==> config.mk <==
export PLATFORM = sky130hd
export DESIGN_NAME = note_fragment_recorder_flat
export DESIGN_NICKNAME = d
export VERILOG_FILES = /design/src/rtl/note_fragment_recorder_if.sv /design/src/rtl/note_fragment_recorder.sv /design/src/flat_wrapper.sv
export SDC_FILE = /design/constraint.sdc
export NUM_CORES = 1
export LEC_CHECK = 0
export ABC_AREA = 1
export CELL_PAD_IN_SITES_DETAIL_PLACEMENT = 2
export CELL_PAD_IN_SITES_GLOBAL_PLACEMENT = 2
export CORE_ASPECT_RATIO = 1.25
export CORE_MARGIN = 2
export CORE_UTILIZATION = 30
export DETAILED_ROUTE_END_ITERATION = 6
export PLACE_DENSITY = 0.89
export SLEW_MARGIN = 20
export SYNTH_ARGS = -nofsm -noshare
export SYNTH_HDL_FRONTEND = slang
export SYNTH_SLANG_ARGS = --single-unit
==> constraint.sdc <==
create_clock -name clk -period 7.4 [get_ports clk]
set_input_delay 0.74 -clock clk [delete_from_list [all_inputs] [get_ports clk]]
set_output_delay 0.74 -clock clk [all_outputs]
set_load 0.01 [all_outputs]
==> src/rtl/note_fragment_recorder_if.sv <==
// Bundle between the note capture front end, the recorder and the Markov learner.
// master drives note events and the ready; slave (the recorder) drives the fragment side.
interface note_fragment_recorder_if #(
  parameter int SONG_INPUT_LEN = 16,
  parameter int NOTE_BIT_LEN   = 4,
  parameter int DELAY_BIT_LEN  = 8
);
  localparam int W  = NOTE_BIT_LEN + DELAY_BIT_LEN;
  localparam int CW = $clog2(SONG_INPUT_LEN + 1);

  logic                        start;
  logic                        stop;
  logic                        note_valid;
  logic [NOTE_BIT_LEN-1:0]     note_in;
  logic [SONG_INPUT_LEN*W-1:0] fragment;
  logic                        fragment_valid;
  logic                        fragment_ready;
  logic [CW-1:0]               count;
  logic                        recording;
  logic                        overrun;

  modport master (
    output start, stop, note_valid, note_in, fragment_ready,
    input  fragment, fragment_valid, count, recording, overrun
  );

  modport slave (
    input  start, stop, note_valid, note_in, fragment_ready,
    output fragment, fragment_valid, count, recording, overrun
  );
endinterface

==> src/rtl/note_fragment_recorder.sv <==
// Records live notes with inter-note delays (prescaled, saturating) into a fixed-length
// fragment and hands the frozen fragment to the learner over valid/ready.

// One fragment slot: cleared at fragment start, written once when its note is captured.
module nfr_entry #(
  parameter int W = 12
) (
  input  logic         clk,
  input  logic         reset,
  input  logic         clr,
  input  logic         wr_en,
  input  logic [W-1:0] wr_data,
  output logic [W-1:0] q
);
  logic [W-1:0] q_q, q_d;

  always_comb begin
    q_d = q_q;
    if (clr)        q_d = '0;
    else if (wr_en) q_d = wr_data;
  end

  always_ff @(posedge clk or posedge reset) begin
    if (reset) q_q <= '0;
    else       q_q <= q_d;
  end

  assign q = q_q;
endmodule

module note_fragment_recorder #(
  parameter int SONG_INPUT_LEN = 16,
  parameter int NOTE_BIT_LEN   = 4,
  parameter int DELAY_BIT_LEN  = 8,
  parameter int TICK_DIV       = 1000
) (
  input  logic                    clk,
  input  logic                    reset,
  note_fragment_recorder_if.slave bus
);
  localparam int W  = NOTE_BIT_LEN + DELAY_BIT_LEN;
  localparam int CW = $clog2(SONG_INPUT_LEN + 1);
  localparam int PW = (TICK_DIV > 1) ? $clog2(TICK_DIV) : 1;

  localparam logic [PW-1:0]            PRESC_MAX = PW'(TICK_DIV - 1);
  localparam logic [CW-1:0]            LAST_IDX  = CW'(SONG_INPUT_LEN - 1);
  localparam logic [DELAY_BIT_LEN-1:0] DELAY_MAX = '1;

  typedef enum logic [1:0] {IDLE, RECORD, HOLD} state_t;

  state_t                   state_q, state_d;
  logic [CW-1:0]            count_q, count_d;
  logic [PW-1:0]            presc_q, presc_d;
  logic [DELAY_BIT_LEN-1:0] delay_q, delay_d;
  logic                     overrun_q, overrun_d;
  logic                     recording_q, recording_d;
  logic                     fvalid_q, fvalid_d;

  logic                     clr;
  logic                     cap;
  logic [DELAY_BIT_LEN-1:0] delay_field;
  logic [W-1:0]             wr_data;
  logic [SONG_INPUT_LEN-1:0][W-1:0] frag_w;

  // The first note of a fragment has no predecessor, so its delay is forced to 0.
  assign delay_field = (count_q == '0) ? '0 : delay_q;
  assign wr_data     = {bus.note_in, delay_field};

  always_comb begin
    state_d   = state_q;
    count_d   = count_q;
    presc_d   = presc_q;
    delay_d   = delay_q;
    overrun_d = overrun_q;
    clr       = 1'b0;
    cap       = 1'b0;
    case (state_q)
      IDLE: begin
        if (bus.start) begin
          state_d   = RECORD;
          count_d   = '0;
          presc_d   = '0;
          delay_d   = '0;
          overrun_d = 1'b0;
          clr       = 1'b1;
        end
      end
      RECORD: begin
        if (bus.note_valid) begin
          cap     = 1'b1;
          count_d = count_q + 1'b1;
          presc_d = '0;
          delay_d = '0;
          // A same-edge stop follows the capture, so count is nonzero here.
          if (count_q == LAST_IDX || bus.stop) state_d = HOLD;
        end else begin
          if (presc_q == PRESC_MAX) begin
            presc_d = '0;
            if (delay_q != DELAY_MAX) delay_d = delay_q + 1'b1;
          end else begin
            presc_d = presc_q + 1'b1;
          end
          if (bus.stop) state_d = (count_q == '0) ? IDLE : HOLD;
        end
      end
      HOLD: begin
        if (bus.note_valid)     overrun_d = 1'b1;
        if (bus.fragment_ready) state_d   = IDLE;
      end
      default: state_d = IDLE;
    endcase
    recording_d = (state_d == RECORD);
    fvalid_d    = (state_d == HOLD);
  end

  always_ff @(posedge clk or posedge reset) begin
    if (reset) begin
      state_q     <= IDLE;
      count_q     <= '0;
      presc_q     <= '0;
      delay_q     <= '0;
      overrun_q   <= 1'b0;
      recording_q <= 1'b0;
      fvalid_q    <= 1'b0;
    end else begin
      state_q     <= state_d;
      count_q     <= count_d;
      presc_q     <= presc_d;
      delay_q     <= delay_d;
      overrun_q   <= overrun_d;
      recording_q <= recording_d;
      fvalid_q    <= fvalid_d;
    end
  end

  for (genvar k = 0; k < SONG_INPUT_LEN; k++) begin : g_entry
    nfr_entry #(.W(W)) u_entry (
      .clk     (clk),
      .reset   (reset),
      .clr     (clr),
      .wr_en   (cap && (count_q == CW'(k))),
      .wr_data (wr_data),
      .q       (frag_w[k])
    );
  end

  assign bus.fragment       = frag_w;
  assign bus.fragment_valid = fvalid_q;
  assign bus.count          = count_q;
  assign bus.recording      = recording_q;
  assign bus.overrun        = overrun_q;
endmodule
==> src/flat_wrapper.sv <==
// flat-port wrapper written by rule: the top's interface ports become plain ports
module note_fragment_recorder_flat 
#(
  parameter int SONG_INPUT_LEN = 16,
  parameter int NOTE_BIT_LEN   = 4,
  parameter int DELAY_BIT_LEN  = 8,
  parameter int TICK_DIV       = 1000
)
  (clk, reset, bus_start, bus_stop, bus_note_valid, bus_note_in, bus_fragment_ready, bus_fragment, bus_fragment_valid, bus_count, bus_recording, bus_overrun);
  note_fragment_recorder_if #(.SONG_INPUT_LEN(SONG_INPUT_LEN), .NOTE_BIT_LEN(NOTE_BIT_LEN), .DELAY_BIT_LEN(DELAY_BIT_LEN)) bus_i ();
  input  logic clk;
  input  logic reset;
  input wire logic [$bits(bus_i.start)-1:0] bus_start;
  input wire logic [$bits(bus_i.stop)-1:0] bus_stop;
  input wire logic [$bits(bus_i.note_valid)-1:0] bus_note_valid;
  input wire logic [$bits(bus_i.note_in)-1:0] bus_note_in;
  input wire logic [$bits(bus_i.fragment_ready)-1:0] bus_fragment_ready;
  output wire logic [$bits(bus_i.fragment)-1:0] bus_fragment;
  output wire logic [$bits(bus_i.fragment_valid)-1:0] bus_fragment_valid;
  output wire logic [$bits(bus_i.count)-1:0] bus_count;
  output wire logic [$bits(bus_i.recording)-1:0] bus_recording;
  output wire logic [$bits(bus_i.overrun)-1:0] bus_overrun;
  assign bus_i.start = bus_start;
  assign bus_i.stop = bus_stop;
  assign bus_i.note_valid = bus_note_valid;
  assign bus_i.note_in = bus_note_in;
  assign bus_i.fragment_ready = bus_fragment_ready;
  assign bus_fragment = bus_i.fragment;
  assign bus_fragment_valid = bus_i.fragment_valid;
  assign bus_count = bus_i.count;
  assign bus_recording = bus_i.recording;
  assign bus_overrun = bus_i.overrun;
  note_fragment_recorder #(.SONG_INPUT_LEN(SONG_INPUT_LEN), .NOTE_BIT_LEN(NOTE_BIT_LEN), .DELAY_BIT_LEN(DELAY_BIT_LEN), .TICK_DIV(TICK_DIV)) u_core (.clk(clk), .reset(reset), .bus(bus_i));
endmodule
Yosys cells after proc, flatten, opt, wreduce, memory -nomap -nowiden
Index checks and enable logic that the tools add are counted.

Register bits: 220. Latch bits: 0. Bits in writable memories: 0. ROM bits: 0. Input port bits: 10. Output and inout port bits: 200. Logic and storage cells: 152. Memories kept: 0.

$add $sub $neg: 3. $mul: 0. Divide/modulo/power cells: 0. Order comparisons: 0. Equal/unequal tests: 26. Shifts and indexed selects: 0. Muxes and demuxes: 59. Bitwise logic cells: 0. Reductions and logical operators: 41.

Operators by type and width (number): $mux 12 (32); $eq 5x4->1 const B (8); $mux 8 (5); $reduce_bool 2->1 (18); $mux 10 (3); $eq 5x3->1 const B (4); $pmux 10 s2 (1); $logic_and 1x1->1 (16); $pmux 8 s2 (1); $mux 2 (6); $add 10x1->10 const B (1); $eq 10x10->1 const B (1); $eq 5x2->1 const B (2); $mux 5 (2); $pmux 5 s2 (1); $add 8x1->8 const B (1); $ne 8x8->1 const B (1); $mux 1 (6); $ne 2x2->1 const B (3); $ne 3x2->1 const B (2); $pmux 2 s3 (1); $reduce_and 3->1 (2); $add 5x1->5 const B (1); $eq 5x1->1 const B (1); other kinds (8) (10).

Logic depth before layout (Yosys ltp)
Gate-level depths: netlist of the first run.

Word-level depth: 6. Depth in mapped cells: 10. Mapped depth without buffers: 9.

By module
Synthesis of the first run repeated with hierarchy kept, for this count alone.

Cell total of the unflattened synthesis: 1120. Area total of the unflattened synthesis: 9668.0 sq um.

Modules (own cells, without submodules): nfr_entry (times used 16, cells an instance 54, area each 488.0 sq um, seq. area each 300.3 sq um); note_fragment_recorder (times used 1, cells an instance 256, area each 1860.5 sq um, seq. area each 700.7 sq um).

Worst setup path before layout of the first run
OpenSTA, ideal clock, no wires.

Path type: input -> register. Start: input bus_note_valid. End: register u_core.g_entry[8].u_entry.q_q[6]. Library setup time: 0.132 ns. Arrival: 1.592 ns. Required time: 7.268 ns. Setup slack: 5.676 ns. Stages: 7. Path buffers: 1. Cell sequence: inv_2 > nor2_8 > nand3_2 > nor2_1 > nor2_1 > buf_6 > o21ai_1.

Cells in the longest elaborated chain, start to end: 4.

Ends and longest elaborated chain: start, declared (RTL line flat_wrapper.sv:15) `input wire logic [$bits(bus_i.note_valid)-1:0] bus_note_valid;`; $mux 1 (RTL line note_fragment_recorder.sv:89) `if (bus.note_valid) begin`; $mux 1 (RTL line note_fragment_recorder.sv:77) `case (state_q)`; $logic_and 1x1->1 (RTL line note_fragment_recorder.sv:141) `.wr_en (cap && (count_q == CW'(k))),`; $reduce_bool 2->1 (no line); end signal, assigned (RTL line note_fragment_recorder.sv:25) `else q_q <= q_d;`; end, declared (RTL line note_fragment_recorder.sv:15) `logic [W-1:0] q_q, q_d;`.

Every way passes these cells. A chain may end at the register's enable or synchronous reset.

Final worst setup path of the first run
Start: input bus_start. End: register u_core.g_entry[6].u_entry.q_q[1].

Cells in the longest elaborated chain, start to end: 3. Elaborated cells between the ends (all ways): 4. Those cells by class: mux (3); reduce/logical (1).

Ends and longest elaborated chain: start, declared (RTL line flat_wrapper.sv:13) `input wire logic [$bits(bus_i.start)-1:0] bus_start;`; $mux 1 * (RTL line note_fragment_recorder.sv:79) `if (bus.start) begin`; $mux 1 * (RTL line note_fragment_recorder.sv:77); $mux 12 / $reduce_bool 2->1 (equally long branches); end signal, assigned (RTL line note_fragment_recorder.sv:25); end, declared (RTL line note_fragment_recorder.sv:15).

Every way passes the cells marked *; elsewhere a longest branch is shown, timed or not.

==> results of run 1 <==
[power breakdown]
| group | internal (mW) | switching (mW) |
|---|---|---|
| Sequential | 1.41 | 0.143 |
| Combinational | 0.483 | 0.811 |
| Clock | 0.632 | 0.475 |
[cell usage in the layout, fill, tap and decap left out]
cell,n
and3_1,1
inv_8,1
inv_1,59
clkbuf_16,23
xor2_1,3
nand2_4,1
buf_4,4
o21ai_0,20
nand2_2,3
nor3_1,6
clkbuf_1,6
nor4_1,1
nand3_2,5
o21ai_4,1
bufinv_16,1
nor2_1,58
diode_2,2
o21ai_2,1
nand2_1,256
nor2_8,1
o21bai_1,1
nand3b_1,2
a211o_1,1
nand3_1,19
clkinvlp_4,1
clkbuf_8,3
nor2_2,12
o21ai_1,174
inv_2,6
dfrtp_1,220
nor2_4,2
nand4_1,2
a21oi_1,6
clkdlybuf4s50_1,209
nor3b_1,1
ha_1,7
clkinv_2,3
[cells by family (layout without fill, tap and decap cells)]
family	Yosys count	after routing	synth area share (%)
flops	220	220	63.01
buf+inv	113	316	6.086
other cells	0	2	0
simple gates	370	370	17.67
xor+xnor	3	3	0.3008
fa+ha+maj	7	7	1.002
compound gates	204	204	11.93
[cells in the mapped netlist, types with 2 or more instances]
master | instances | area share, %
o21ai_1 | 174 | 10
inv_2 | 6 | 0.26
nand3_1 | 19 | 1.1
ha_1 | 7 | 1.0
nand3b_1 | 2 | 0.17
buf_6 | 5 | 0.64
dfrtp_1 | 220 | 63
a21oi_1 | 6 | 0.34
xor2_1 | 3 | 0.30
buf_4 | 8 | 0.69
nand4_1 | 2 | 0.14
clkbuf_1 | 2 | 0.086
inv_1 | 60 | 2.6
nand3_2 | 5 | 0.57
nor2_4 | 2 | 0.26
nand2_2 | 3 | 0.21
nand2_1 | 256 | 11
nor2_1 | 60 | 2.6
nor3_1 | 6 | 0.34
o21ai_0 | 20 | 1.1
nor2_2 | 10 | 0.72
buf_2 | 32 | 1.8
[final timing paths]
path	end	from	depth (start not counted)
max reg2reg	u_core.g_entry[6].u_entry.q[1]	u_core.state_q[1]	6
min in group asynchronous	u_core.g_entry[0].u_entry.q[0]	reset	2
min	u_core.g_entry[1].u_entry.q[5]	u_core.g_entry[1].u_entry.q[5]	2
min reg2reg	u_core.g_entry[1].u_entry.q[5]	u_core.g_entry[1].u_entry.q[5]	2
max	u_core.g_entry[6].u_entry.q[1]	bus_start	6
max in group asynchronous	u_core.g_entry[10].u_entry.q[11]	reset	3
[area by class of cell]
| type | count | area, um2 |
|---|---|---|
| clock buffers | 32 | 639.4 |
| multi-input cells | 584 | 2705 |
| clock inverters | 5 | 52.55 |
| inverters | 66 | 255.2 |
| well taps | 390 | 488.0 |
| repair buffers | 213 | 2122 |
| flip-flops and latches | 220 | 5505 |
| diodes | 2 | 5.005 |
| fillers | 3097 | 16800 |
[stage by stage]
stage	total power, mW	area, um2	cells
5_1_grt	4.177	11770	1512
2_1_floorplan	2.251	8737	917
6_report	3.952	11770	1512
3_5_place_dp	2.873	11080	1473
3_3_place_gp	2.797	11080	1473
4_1_cts	4.009	11770	1510
[sequential cells by signal (all words and copies together), names as in the netlist]
signal	flops
u_core.delay_q	8
u_core.state_q	2
u_core.presc_q	10
u_core.bus.count	5
u_core.bus.recording	1
u_core.g_entry.u_entry.q	192
u_core.bus.overrun	1
u_core.bus.fragment_valid	1
[critical path, stage by stage]
cell and delay, ns:
clkdlybuf4s50_1 0.47, nand2_2 0.08, nor2_4 0.47, nor2_4 0.13, nand2_1 0.79, o21ai_1 0.22
[layer usage]
| metal | track usage, % | up-vias | part of all wire (%) |
|---|---|---|---|
| li1 | - | 3323 | - |
| met1 | 25.22 | 3758 | 40 |
| met2 | 37.59 | 181 | 52 |
| met3 | 3.902 | 56 | 4.6 |
| met4 | 7.543 | 0 | 3.6 |
| met5 | 0 | - | 0 |
==> metrics, run 1 <==
status=finished, final reports clean; fmax=around 390 MHz; postcts setup bufs=0; First-pass DRT Iterations=4; Routability Congestion=approximately 0.8; wire per inst=approximately 21 um; ys async rst share=100.0%; pwr dens=between 300 and 400 nW/um2; critical path arrival=between 2 and 3 ns; final worst path period need=around 2.6 ns; P&R area growth vs syn=34.74%; number of routed nets with antenna violations=0; CTS tree=done; Placement Setup Slack=around 4.2 ns; Fin. Hold Viols=0; Rows=69; Leak Pwr=about 5.1 nW; CP Launch Type=input port; RSZ-0062 raised after global routing=false; Worst Skew=approximately 0.0075 ns; peak supply drop=between 0.15 and 0.2 mV; Die Ht=around 200 um; Worst Hold Class=reg2reg; EDFF count, synth=0; Clock Sinks=220; via count=between 7k and 8k; post-DR vias/cell=approximately 4.8; total nets after synthesis=around 930; DRC=0; R2R Setup Slk=just over 5 ns; Clock Latency Late Sink=between 0.5 and 0.6 ns; vias in the first global route=8171; root buf cell=clkbuf_16; post-route setup slack=4.819 ns; final max-slew violation count=0; Rel. slew slack=29.98%; Bufs on Longest Clock Path=3; largest net degree at the start of global routing=83; Starting Density=a little under a third; final net count=roughly 1.1k; Die ar.=a little over 30000 um2; Netlist cell types=31; htree depth=1; final WL=between 30 and 40 mm; post-route setup TNS=0 ns; Die W=around 160 um; Main synth FF type=dfrtp_1; Ports=210; All-Layer GR Usage=a little over a fifth; Overflow after GRT=0; initial antenna violation count=2; MaxCap Viol Count=0; CTS buffer count=23; Syn Std Cell Area=between 8000 and 9000 um2; final core utilization=41.20%; DP Wirelength=roughly 22 mm; Cells after Synth=917; hold-fix buffers at CTS=0; Synth Warn #=0; Worst EP required=just under 8 ns; Max FO, Critical Path=16; synthesis-stage register bit count=220; clock-pin slew on the worst setup and hold paths=roughly 0.060 ns; Final Cycle Share=between 30% and 40%; Syn Area/Cell=around 9.5 um2; crit path kind=in2reg; Port Buf Inserts=209; total core area=28580 um2; post-CTS sizing=0; fraction of layout cells with a size suffix above 1=under 10%; sequential element share of the synthesized area=between 60% and 70%; first-pass GRT wire length=~50 mm; Slew @ Worst Pin=roughly 1.0 ns; Final Setup Violations=0; hold slack=slightly below 0.5 ns; Worst Setup End Kind=flop; DRT iter0 DRCs=321
(Power assumes the default switching activity.)
==> run 2, diff against run 1 <==
Clock period 7.4 ns to 2.65 ns, I/O delays scaled along.
==> metrics, run 2 (synthesis results as in run 1) <==
status=finished, final reports clean (unchanged); Die W=156.6 um (unchanged); Int Pwr=7.334 mW (was 2.523 mW); Clock Latency Late Sink=0.51 ns (about the same); first-pass GRT wire length=52.08 mm (was 49.55 mm); Clock Sinks=220 (unchanged); Overflow after GRT=0 (unchanged); Leak Pwr=5.296 nW (was 5.147 nW); Slew @ Worst Pin=1.020 ns (was 1.048 ns); Placement Setup Slack=0.2514 ns (was 4.248 ns); Ports=210 (unchanged); Worst Skew=0.01605 ns (was 0.007521 ns); peak supply drop=0.3609 mV (was 0.1835 mV); fraction of layout cells with a size suffix above 1=8.282% (was 6.071%); htree depth=1 (unchanged); Rows=69 (unchanged); MaxCap Viol Count=0 (unchanged); antenna cells=0 (was 2); crit path kind=reg2reg (was in2reg); Rel. slew slack=31.94% (was 29.98%); Die ar.=30510 um2 (unchanged); final worst path period need=about 2.2 ns; P&R area growth vs syn=37.98% (was 34.74%); Port Buf Inserts=209 (unchanged); post-route insts no fill=1537 (was 1512); postcts setup bufs=0 (unchanged); Max FO, Critical Path=24 (was 16); Worst EP required=3.05 ns (was 7.73 ns); Routability Congestion=0.7888 (was 0.7974); clock-pin slew on the worst setup and hold paths=0.06 ns (about the same); switching share of power=35.57% (was 36.16%); post-CTS sizing=0 (unchanged); hold slack=0.2076 ns (was 0.4924 ns); initial antenna violation count=0 (was 2); most frequent cells in the layout=nand2_1 (256), dfrtp_1 (220), clkdlybuf4s50_1 (209) (unchanged); Fin. Hold Viols=0 (unchanged); Final Cycle Share=82.26%; post-route setup slack=0.4701 ns (was 4.819 ns); clock network fraction of total power=29.4% (was 28.0%); hold-fix buffers at CTS=0 (unchanged); largest net degree at the start of global routing=59 (was 83); placed cell count=1497 (was 1473); First-pass DRT Iterations=4 (unchanged); most common cell after layout, fill and taps aside=nand2_1 (unchanged); Largest register FFs=192 (unchanged); final max-slew violation count=0 (unchanged); Psw=4.049 mW (was 1.429 mW); CTS tree=done (unchanged); DRC=0 (unchanged); Worst Hold Class=in2async (was reg2reg); fmax=~460 MHz; DRT iter0 DRCs=369 (was 321); CP Launch Type=flop (was input port); Die Ht=194.8 um (unchanged); Comb pwr share=32.4% (was 32.8%); Bufs on Longest Clock Path=3 (unchanged); DP Wirelength=23.50 mm (was 21.78 mm); final net count=1149 (was 1125); Starting Density=30.57% (unchanged); final core utilization=42.19% (was 41.20%); CTS buffer count=23 (unchanged); post-DR vias/cell=4.805 (was 4.840); Worst Setup End Kind=flop (unchanged); total core area=28580 um2 (unchanged); wire per inst=21.79 um (was 21.08 um); via count=7385 (was 7318); final WL=33.49 mm (was 31.88 mm); RSZ-0062 raised after global routing=false (unchanged); post-route setup TNS=0 ns (unchanged); root buf cell=clkbuf_16 (unchanged); Final Setup Violations=0 (unchanged); sequential share of power=38.2% (was 39.2%); vias in the first global route=8403 (was 8171); All-Layer GR Usage=22.30% (was 21.09%); number of routed nets with antenna violations=0 (unchanged); critical path arrival=2.58 ns (was 2.91 ns); pwr dens=944.3 nW/um2 (was 335.7 nW/um2)
[run 2: layout make-up]
class / count / area (um2)
sequential: 220 / 5505
multi-input combinational: 584 / 2705
clock inverter: 7 / 112.6
inverter: 66 / 251.5
timing repair buffer: 237 / 2340
fill: 3054 / 16520
tap: 390 / 488.0
clock buffer: 33 / 653.1
[run 2: path summary, 6_finish.rpt]
check | to | depth (start not counted) | slack, ns | from
worst max-delay path | u_core.g_entry[5].u_entry.q[2] | 7 | 0.47 | u_core.bus.count[1]
worst min-delay path | u_core.g_entry[15].u_entry.q[2] | 2 | 0.21 | reset
worst max register to register | u_core.g_entry[5].u_entry.q[2] | 7 | 0.47 | u_core.bus.count[1]
worst min register to register | u_core.g_entry[0].u_entry.q[7] | 2 | 0.49 | u_core.g_entry[0].u_entry.q[7]
max in group asynchronous | u_core.g_entry[0].u_entry.q[5] | 3 | 1.69 | reset
min in group clk | u_core.state_q[1] | 2 | 0.38 | bus_fragment_ready
[run 2: routing by layer]
layer | vias up | routed length, um | track usage [%]
li1 | 3375 | - | -
met1 | 3799 | 13430 | 26.41
met2 | 170 | 18060 | 42.01
met3 | 41 | 1164 | 2.787
met4 | 0 | 823 | 5.912
met5 | - | 0 | 0
[run 2: power by group through the flow]
stage               clock, mW  sequential [mW]  combinational [mW]
floorplan                   0             4.54                1.74
global placement            0             4.35                3.50
detailed placement          0             4.40                3.70
CTS                      3.43             4.36                3.76
global route             3.55             4.42                4.05
finish                   3.34             4.35                3.69
[run 2: metrics by stage]
stage,power (mW),instance area [um2]
5_1_grt,12.03,12060
2_1_floorplan,6.288,8741
3_5_place_dp,8.100,11290
3_3_place_gp,7.848,11290
4_1_cts,11.55,12060
6_report,11.38,12060
[run 2: critical path, cell delays in order, from the launching register on]
cell and delay (ns):
dfrtp_1 0.43, inv_1 0.11, ha_1 0.20, nand3_2 0.11, nor2_1 0.06, nor2_2 0.75, nand2_1 0.20, o21ai_1 0.21
